`src/rtl/seq_restoring_divider_pkg.sv`:
```
// -----------------------------------------------------------------------------
// seq_restoring_divider_pkg
// Shared definitions for the sequential restoring divider:
//   state_t          - controller states (IDLE / CALC / DONE)
//   DEFAULT_WIDTH    - default operand/result width
//   DEFAULT_CNT_W    - iteration counter width for DEFAULT_WIDTH
//   DBZ_QUOTIENT     - quotient reported on divide-by-zero (all ones)
//   cnt_width()      - iteration counter width for an arbitrary width
// -----------------------------------------------------------------------------
package seq_restoring_divider_pkg;

  typedef enum logic [1:0] {
    ST_IDLE = 2'd0,
    ST_CALC = 2'd1,
    ST_DONE = 2'd2
  } state_t;

  localparam int DEFAULT_WIDTH = 4;

  // Counter must hold the value WIDTH itself, hence WIDTH+1 codes.
  function automatic int cnt_width(input int width);
    return $clog2(width + 1);
  endfunction

  localparam int DEFAULT_CNT_W = $clog2(DEFAULT_WIDTH + 1);

  localparam logic [DEFAULT_WIDTH-1:0] DBZ_QUOTIENT = '1;

endpackage : seq_restoring_divider_pkg

```
`src/rtl/seq_restoring_divider_addsub_w.sv`:
```
// -----------------------------------------------------------------------------
// addsub_w
// N-bit ripple-carry adder/subtractor.
//   i_a, i_b : operands
//   i_m      : mode, 0 = a + b, 1 = a - b (b inverted, carry-in 1)
//   o_sum    : N-bit result
//   o_cout   : carry out of the top stage; in subtract mode 1 means no borrow
// -----------------------------------------------------------------------------
module addsub_w #(
  parameter int N = 5
) (
  input  logic [N-1:0] i_a,
  input  logic [N-1:0] i_b,
  input  logic         i_m,
  output logic [N-1:0] o_sum,
  output logic         o_cout
);

  logic [N:0]   w_carry;
  logic [N-1:0] w_b;

  assign w_carry[0] = i_m;

  generate
    for (genvar gi = 0; gi < N; gi++) begin : g_fa
      assign w_b[gi]         = i_b[gi] ^ i_m;
      assign o_sum[gi]       = i_a[gi] ^ w_b[gi] ^ w_carry[gi];
      assign w_carry[gi + 1] = (i_a[gi] & w_b[gi]) | (w_carry[gi] & (i_a[gi] ^ w_b[gi]));
    end
  endgenerate

  assign o_cout = w_carry[N];

endmodule : addsub_w

```
`src/rtl/seq_restoring_divider.sv`:
```
// -----------------------------------------------------------------------------
// seq_restoring_divider
// Multi-cycle unsigned restoring divider with start/busy/done handshake.
// One quotient bit is resolved per clock; a WIDTH-bit divide takes WIDTH
// iteration cycles plus one DONE cycle. Divide-by-zero completes in one cycle.
//   i_clk         - clock, rising edge
//   i_rst_n       - asynchronous active-low reset
//   i_start       - request, sampled in IDLE or DONE only
//   i_dividend    - unsigned dividend, sampled with i_start
//   i_divisor     - unsigned divisor, sampled with i_start
//   o_busy        - high while iterating (state CALC)
//   o_done        - one-cycle completion pulse
//   o_quotient    - quotient, held until the next completion
//   o_remainder   - remainder, held until the next completion
//   o_div_by_zero - set with done when the divisor was zero
// -----------------------------------------------------------------------------
module seq_restoring_divider
  import seq_restoring_divider_pkg::*;
#(
  parameter int WIDTH = DEFAULT_WIDTH
) (
  input  logic             i_clk,
  input  logic             i_rst_n,
  input  logic             i_start,
  input  logic [WIDTH-1:0] i_dividend,
  input  logic [WIDTH-1:0] i_divisor,
  output logic             o_busy,
  output logic             o_done,
  output logic [WIDTH-1:0] o_quotient,
  output logic [WIDTH-1:0] o_remainder,
  output logic             o_div_by_zero
);

  localparam int               CNT_W    = cnt_width(WIDTH);
  localparam logic [CNT_W-1:0] CNT_INIT = CNT_W'(WIDTH);
  localparam logic [CNT_W-1:0] CNT_LAST = CNT_W'(1);

  state_t           r_state;
  logic [WIDTH-1:0] r_a;        // partial remainder; always < divisor between iterations
  logic [WIDTH-1:0] r_q;
  logic [WIDTH-1:0] r_d;
  logic [CNT_W-1:0] r_count;
  logic             r_busy;
  logic             r_done;
  logic [WIDTH-1:0] r_quotient;
  logic [WIDTH-1:0] r_remainder;
  logic             r_div_by_zero;

  logic [WIDTH:0]   w_a_shift;
  logic [WIDTH-1:0] w_trial;
  logic             w_trial_msb;
  logic             w_cout;
  logic             w_take;
  logic [WIDTH-1:0] w_a_next;
  logic [WIDTH-1:0] w_q_next;

  // {A,Q} << 1 : the bit leaving Q enters A. The shifted A needs WIDTH+1 bits
  // because it can reach 2*D-1.
  assign w_a_shift = {r_a, r_q[WIDTH-1]};

  addsub_w #(
    .N (WIDTH + 1)
  ) u_trial_sub (
    .i_a    (w_a_shift),
    .i_b    ({1'b0, r_d}),
    .i_m    (1'b1),
    .o_sum  ({w_trial_msb, w_trial}),
    .o_cout (w_cout)
  );

  // No borrow means the trial difference is in [0, D), so its msb is clear;
  // a borrow makes the (WIDTH+1)-bit result negative with msb set. Both views
  // agree; the msb term just keeps the full adder result in use.
  assign w_take = w_cout & ~w_trial_msb;

  // On restore, the shifted A is already < D, so its low WIDTH bits are exact.
  assign w_a_next = w_take ? w_trial : w_a_shift[WIDTH-1:0];
  assign w_q_next = {r_q[WIDTH-2:0], w_take};

  always_ff @(posedge i_clk or negedge i_rst_n) begin
    if (!i_rst_n) begin
      r_state       <= ST_IDLE;
      r_a           <= '0;
      r_q           <= '0;
      r_d           <= '0;
      r_count       <= '0;
      r_busy        <= 1'b0;
      r_done        <= 1'b0;
      r_quotient    <= '0;
      r_remainder   <= '0;
      r_div_by_zero <= 1'b0;
    end else begin
      r_done <= 1'b0;
      case (r_state)
        // DONE accepts a new request exactly like IDLE, enabling back-to-back use.
        ST_IDLE, ST_DONE: begin
          r_state <= ST_IDLE;
          r_busy  <= 1'b0;
          if (i_start) begin
            if (i_divisor == '0) begin
              r_state       <= ST_DONE;
              r_done        <= 1'b1;
              r_quotient    <= '1;
              r_remainder   <= i_dividend;
              r_div_by_zero <= 1'b1;
            end else begin
              r_a     <= '0;
              r_q     <= i_dividend;
              r_d     <= i_divisor;
              r_count <= CNT_INIT;
              r_state <= ST_CALC;
              r_busy  <= 1'b1;
            end
          end
        end

        ST_CALC: begin
          r_a     <= w_a_next;
          r_q     <= w_q_next;
          r_count <= r_count - CNT_LAST;
          if (r_count == CNT_LAST) begin
            r_state       <= ST_DONE;
            r_busy        <= 1'b0;
            r_done        <= 1'b1;
            r_quotient    <= w_q_next;
            r_remainder   <= w_a_next;
            r_div_by_zero <= 1'b0;
          end
        end

        default: begin
          r_state <= ST_IDLE;
          r_busy  <= 1'b0;
        end
      endcase
    end
  end

  assign o_busy        = r_busy;
  assign o_done        = r_done;
  assign o_quotient    = r_quotient;
  assign o_remainder   = r_remainder;
  assign o_div_by_zero = r_div_by_zero;

endmodule : seq_restoring_divider
```
`config.mk`:
```
export PLATFORM = sky130hd
export DESIGN_NAME = seq_restoring_divider
export DESIGN_NICKNAME = d
export VERILOG_FILES = /design/src/rtl/seq_restoring_divider_pkg.sv /design/src/rtl/seq_restoring_divider_addsub_w.sv /design/src/rtl/seq_restoring_divider.sv
export SDC_FILE = /design/constraint.sdc
export NUM_CORES = 1
export LEC_CHECK = 0
export BUFFER_PORTS_ARGS = -buffer_cell sky130_fd_sc_hd__buf_2
export CAP_MARGIN = 40
export CORE_AREA = 2 2 62 64
export DETAILED_ROUTE_END_ITERATION = 10
export DIE_AREA = 0 0 64 66
export PLACE_DENSITY = 0.69
export SETUP_SLACK_MARGIN = 0.1
export SLEW_MARGIN = 20
export SYNTH_ARGS = -nofsm -noshare
export SYNTH_HDL_FRONTEND = slang
export SYNTH_SLANG_ARGS = --single-unit
```
`constraint.sdc`:
```
create_clock -name i_clk -period 5.2 [get_ports i_clk]
set_clock_uncertainty 0.05 [all_clocks]
set_input_delay 1.56 -clock i_clk [delete_from_list [all_inputs] [get_ports i_clk]]
set_output_delay 1.56 -clock i_clk [all_outputs]
set_load 0.1 [all_outputs]
```
After elaboration in Yosys (flattened, before gate mapping)
Cells that the tools add are included.
- flip-flop bits (word level): 28
- logic and storage cells: 88
- $add $sub $neg: 1
- equal/unequal tests: 7
- mux-type cells: 33
- bitwise gates (word level): 30
- reductions and logical operators: 7
- operators with widths (kind ; number):
    4-bit two-way mux ; 11
    4-bit case mux with 2 select lines ; 4
    1-bit AND ; 9
    1-bit two-way mux ; 8
    2-bit inequality test (second input constant) ; 4
    1-bit NOT ; 8
    1-bit bitwise XOR ; 8
    2-bit two-way mux ; 3
    3-bit two-way mux ; 2
    1-bit case mux with 2 select lines ; 3
    3-bit case mux with 2 select lines ; 1
    3-bit AND reduction ; 2
    1-bit bitwise OR ; 5
    4-bit zero test ; 1
    2-bit case mux with 2 select lines ; 1
    4-bit AND reduction ; 1
    3-bit by 1-bit == test with 1-bit output (second input constant) ; 1
    3-bit by 1-bit subtractor with 3-bit output (second input constant) ; 1
    2-bit by 1-bit == test with 1-bit output (second input constant) ; 1
    2-bit == test (second input constant) ; 1
    2-bit zero test ; 1
    2-bit nonzero test ; 1
    2-bit OR reduction ; 1

Depth between registers and ports, before layout
- depth after elaboration: 15
- mapped depth: 12
- mapped depth without buffers: 12

By module
Synthesis repeated with hierarchy kept, for this count alone.
- cell total of the unflattened synthesis: 150
- area, all modules: 1532.7 µm²
- by module, submodules not included (module ; instances ; cells each ; area an instance (µm²)):
    seq_restoring_divider ; 1 ; 133 ; 1363.8
    addsub_w ; 1 ; 17 ; 168.9

Worst setup path before layout
Ideal clock, no wire load.
- path type: input-to-reg
- start: input port i_start
- end: register r_quotient[0] (netlist: o_quotient[0])
- data arrival time: 2.419 ns
- required time: 5.025 ns
- path slack: 2.606 ns
- cell stages on the path: 5
- cell sequence: nor2b_1 buf_2 a21boi_1 buf_6 mux2_4
- word-level cells in the longest chain between the ends: 2
- RTL lines (item ; line ; text):
    start, declared ; seq_restoring_divider.sv:24 ; input logic i_start,
    2-bit inequality test (no line) ; - ;
    4-bit AND reduction (no line) ; - ;
    end signal, assigned ; seq_restoring_divider.sv:125 ; r_quotient <= w_q_next;
    end, declared ; seq_restoring_divider.sv:45 ; logic [WIDTH-1:0] r_quotient;
No other way between the ends.
A chain may end at the register's enable or synchronous reset.

Final worst setup path
- start: register r_q[3]
- end: register r_remainder[1] (netlist: o_remainder[1])
- word-level cells in the longest chain between the ends: 14
- elaborated cells on any way between the ends: 18
- classes of those cells: 3 x mux; 15 x bitwise
- RTL lines (item ; line ; text):
    start, declared ; seq_restoring_divider.sv:40 ; logic [WIDTH-1:0] r_q;
    start signal, assigned ; seq_restoring_divider.sv:108 ; r_q <= i_dividend;
    start signal, assigned ; seq_restoring_divider.sv:119 ; r_q <= w_q_next;
    1-bit AND or 1-bit bitwise XOR (tied branches) ; seq_restoring_divider_addsub_w.sv:28 ; assign w_carry[gi + 1] = (i_a[gi] & w_b[gi]) | (w_carry[gi] & (i_a[gi] ^ w_b[gi]));
    1-bit bitwise OR * ; seq_restoring_divider_addsub_w.sv:28 ;
    1-bit AND ; seq_restoring_divider_addsub_w.sv:28 ;
    1-bit bitwise OR ; seq_restoring_divider_addsub_w.sv:28 ;
    1-bit AND ; seq_restoring_divider_addsub_w.sv:28 ;
    1-bit bitwise OR ; seq_restoring_divider_addsub_w.sv:28 ;
    1-bit AND ; seq_restoring_divider_addsub_w.sv:28 ;
    1-bit bitwise OR ; seq_restoring_divider_addsub_w.sv:28 ;
    1-bit AND or 1-bit bitwise XOR (tied branches) ; seq_restoring_divider_addsub_w.sv:28, seq_restoring_divider_addsub_w.sv:27 ;
    1-bit bitwise OR or 1-bit NOT (tied branches) ; seq_restoring_divider_addsub_w.sv:28, seq_restoring_divider.sv:74 ;
    1-bit AND ; seq_restoring_divider.sv:74 ; assign w_take = w_cout & ~w_trial_msb;
    4-bit two-way mux * ; seq_restoring_divider.sv:77 ; assign w_a_next = w_take ? w_trial : w_a_shift[WIDTH-1:0];
    4-bit two-way mux * ; seq_restoring_divider.sv:121 ; if (r_count == CNT_LAST) begin
    4-bit case mux with 2 select lines * ; seq_restoring_divider.sv:94 ; case (r_state)
    end signal, assigned ; seq_restoring_divider.sv:104 ; r_remainder <= i_dividend;
    end signal, assigned ; seq_restoring_divider.sv:126 ; r_remainder <= w_a_next;
    end, declared ; seq_restoring_divider.sv:46 ; logic [WIDTH-1:0] r_remainder;
Every way passes the cells marked *; elsewhere a longest branch is shown, timed or not. The select of a mux whose other input is x is not followed.

==> impl_metrics.env <==
export IMPL_status="completed"
export IMPL_synth_compound_area_share_pct=12.7
export IMPL_vias=1000
export IMPL_setup_slack_ps=2400
export IMPL_synth_seq_cells=28
export IMPL_synth_top_family_by_area="simple AND/OR/NAND/NOR gates"
export IMPL_port_buffers=21
export IMPL_firstDrtPassIters=4
export IMPL_drc=0
export IMPL_synth_simple_gate_area_share_pct=18.7
export IMPL_tns_ps=0
export IMPL_synth_nets=152
export IMPL_syn_area_per_cell_sq_um=10.3
export IMPL_place_area_sq_um=1510
export IMPL_dp_slack_ps=2170
export IMPL_vias_per_cell=4.98
export IMPL_end_kind="flop"
export IMPL_nFillCells=365
export IMPL_nets=171
export IMPL_drtAntennaViolNets=0
export IMPL_fin_crit_sh_pct=53.9
export IMPL_max_freq_mhz=357
export IMPL_fp_dieH_microns=66
export IMPL_netlist_area_sq_um=1390
export IMPL_drt_iter0_markers=41
export IMPL_cts_tree="built"
export IMPL_io_pins=22
export IMPL_place_congestion=0.767
export IMPL_clkTransAtPathRegs_ps=150
export IMPL_yosysWarnings=0
export IMPL_max_slew_margin_pct=48.3
export IMPL_drive_above_1_share_pct=19.6
export IMPL_worst_setup_path_start_kind="flop"
export IMPL_setup_violations_final=0
export IMPL_die_area_sq_um=4220
export IMPL_cts_buffers=3
export IMPL_crit_type="flop to flop"
export IMPL_cts_sinks=28
export IMPL_ys_seq_area_share_pct=50.4
export IMPL_diodes=0
export IMPL_cts_resized=0
export IMPL_hold_viol=0
export IMPL_rsz0062_at_grt="no"
export IMPL_cts_buffer_depth=2
export IMPL_seq_area_sq_um=701
export IMPL_grt_use_total_pct=15.2
export IMPL_overflow=0
export IMPL_min_period_ps=2800
export IMPL_grt_max_degree=29
export IMPL_grt_pass1_wl_microns=4840
export IMPL_insertion_delay_ps=340
export IMPL_area_growth_syn_to_layout_pct=11.4
export IMPL_die_w_microns=64
export IMPL_cap_violations=0
export IMPL_synth_cell_type_count=38
export IMPL_synth_xor_area_share_pct=1.98
export IMPL_synthMuxAreaShare_pct=3.24
export IMPL_hpwl_microns=1960
export IMPL_synthAdderAreaFrac_pct=7.01
export IMPL_post_cts_buffers=0
export IMPL_worst_slew_pin_slew_ps=774
export IMPL_cts_max_level=1
export IMPL_initial_core_util_pct=39.2
export IMPL_slew_viol_final=0
export IMPL_final_cell_area_sq_um=1550
export IMPL_crit_arrival_ps=3000
export IMPL_core_sq_um=3550
export IMPL_multiInputGateArea_sq_um=607
export IMPL_grt_pass1_vias=1043
export IMPL_root_buffer="clkbuf_4"
export IMPL_fp_row_count=22
export IMPL_worstPathRequired_ps=5390
export IMPL_ctsHoldBuffers=0
export IMPL_min_path_type="flop to flop"
export IMPL_worstPathMaxFanout=8
export IMPL_avgRoutedWirePerCell_microns=13.6
export IMPL_wl_microns=2730
export IMPL_netlist_instances=135
export IMPL_grt_antenna_before_repair=0
[sequential cells by signal, indices dropped and copies added, names as in the netlist]
| name | cells |
|---|---|
| r_a | 4 |
| r_q | 4 |
| r_state | 2 |
| r_count | 3 |
| r_d | 4 |
| o_quotient | 4 |
| o_done | 1 |
| o_busy | 1 |
| o_div_by_zero | 1 |
| o_remainder | 4 |
[routing by layer]
layer | track usage (%) | share of wire, %
met4 | 6.52 | 1.9
met1 | 19.7 | 50
met3 | 2.73 | 3.2
met2 | 24.9 | 45
met5 | 0 | 0
[worst paths after layout]
check	start	depth (start not counted)	slack [ps]	to
max	r_q[3]	12	2400	o_remainder[1]
min	o_busy	2	440	o_busy
max reg2reg	r_q[3]	12	2400	o_remainder[1]
min reg2reg	o_busy	2	440	o_busy
max in group asynchronous	i_rst_n	1	3530	r_count[2]
min in group asynchronous	i_rst_n	1	1160	r_d[0]
[metrics by stage]
step           util, %  hold slack, ps  std cells
2_1_floorplan        -             420        135
3_5_place_dp      42.6             421        197
4_1_cts           43.7             456        201
6_report          43.7             444        201
5_1_grt           43.7             473        201
3_3_place_gp      42.6             405        197
[layout by cell type (no fill, tap or decap), types with 2 or more instances in the layout]
cell type and instances:
dfrtp_1 28, nand2_1 25, buf_2 21, inv_1 11, nor2_1 8, nand3_1 8, o21ai_0 4, and2b_1 3
mux2i_1 3, o22ai_1 3, a31oi_1 3, fa_1 3, ha_1 3, clkbuf_4 3, a211oi_1 2, a21o_1 2
a22o_1 2, o21ai_1 2
[logic make-up (layout without fill, tap and decap cells)]
family / Yosys count / in the layout
AOI/OAI and AO/OA: 26 / 26
DFF: 28 / 28
buffers and inverters: 18 / 36
xor gates and xnor gates: 1 / 1
adders and majority gates: 6 / 6
muxes: 4 / 4
and+or+nand+nor: 52 / 52
[cells in the mapped netlist, drive strengths merged]
| master | number | area [sq um] |
|---|---|---|
| nand3 | 8 | 40.0 |
| mux2 | 1 | 15.0 |
| a22o | 2 | 17.5 |
| ha | 3 | 37.5 |
| o211ai | 1 | 7.51 |
| o2bb2ai | 1 | 8.76 |
| nor4 | 1 | 21.3 |
| a21boi | 2 | 15.0 |
| a21oi | 1 | 5.00 |
| and2b | 3 | 22.5 |
| a31o | 1 | 8.76 |
| o31ai | 1 | 7.51 |
| clkbuf | 1 | 3.75 |
| a21o | 2 | 15.0 |
| o21ai | 6 | 30.0 |
| nand4bb | 1 | 11.3 |
| mux2i | 3 | 30.0 |
| a211oi | 2 | 15.0 |
| o22ai | 3 | 18.8 |
| nand2 | 25 | 93.8 |
| fa | 3 | 60.1 |
| buf | 6 | 38.8 |
| nor2 | 8 | 30.0 |
| o31a | 1 | 8.76 |
| and3 | 1 | 6.26 |
| and2 | 1 | 6.26 |
| or2b | 1 | 7.51 |
| nand2b | 2 | 15.0 |
| inv | 11 | 41.3 |
| xnor2 | 1 | 27.5 |
| a31oi | 3 | 18.8 |
| nor2b | 1 | 6.26 |
| dfrtp | 28 | 701 |
[layout make-up]
class,instances,share of cell area (%)
tap,48,3.87
sequential,28,45.2
clock buffer,4,2.34
inverter,11,2.66
multi-input combinational,89,39.1
timing repair buffer,21,6.78
[worst max-delay path, stage by stage (launching register included)]
cell and delay [ps]:
dfrtp_1 420, inv_1 60, ha_1 140, inv_1 40
fa_1 340, inv_1 70, fa_1 150, inv_1 50
fa_1 440, xnor2_4 300, mux2i_1 330, a211oi_1 120
a21o_1 190
Power is left out: the tool's default activity adds up to more than one toggle a clock period on the data nets, which glitch-free logic cannot reach.
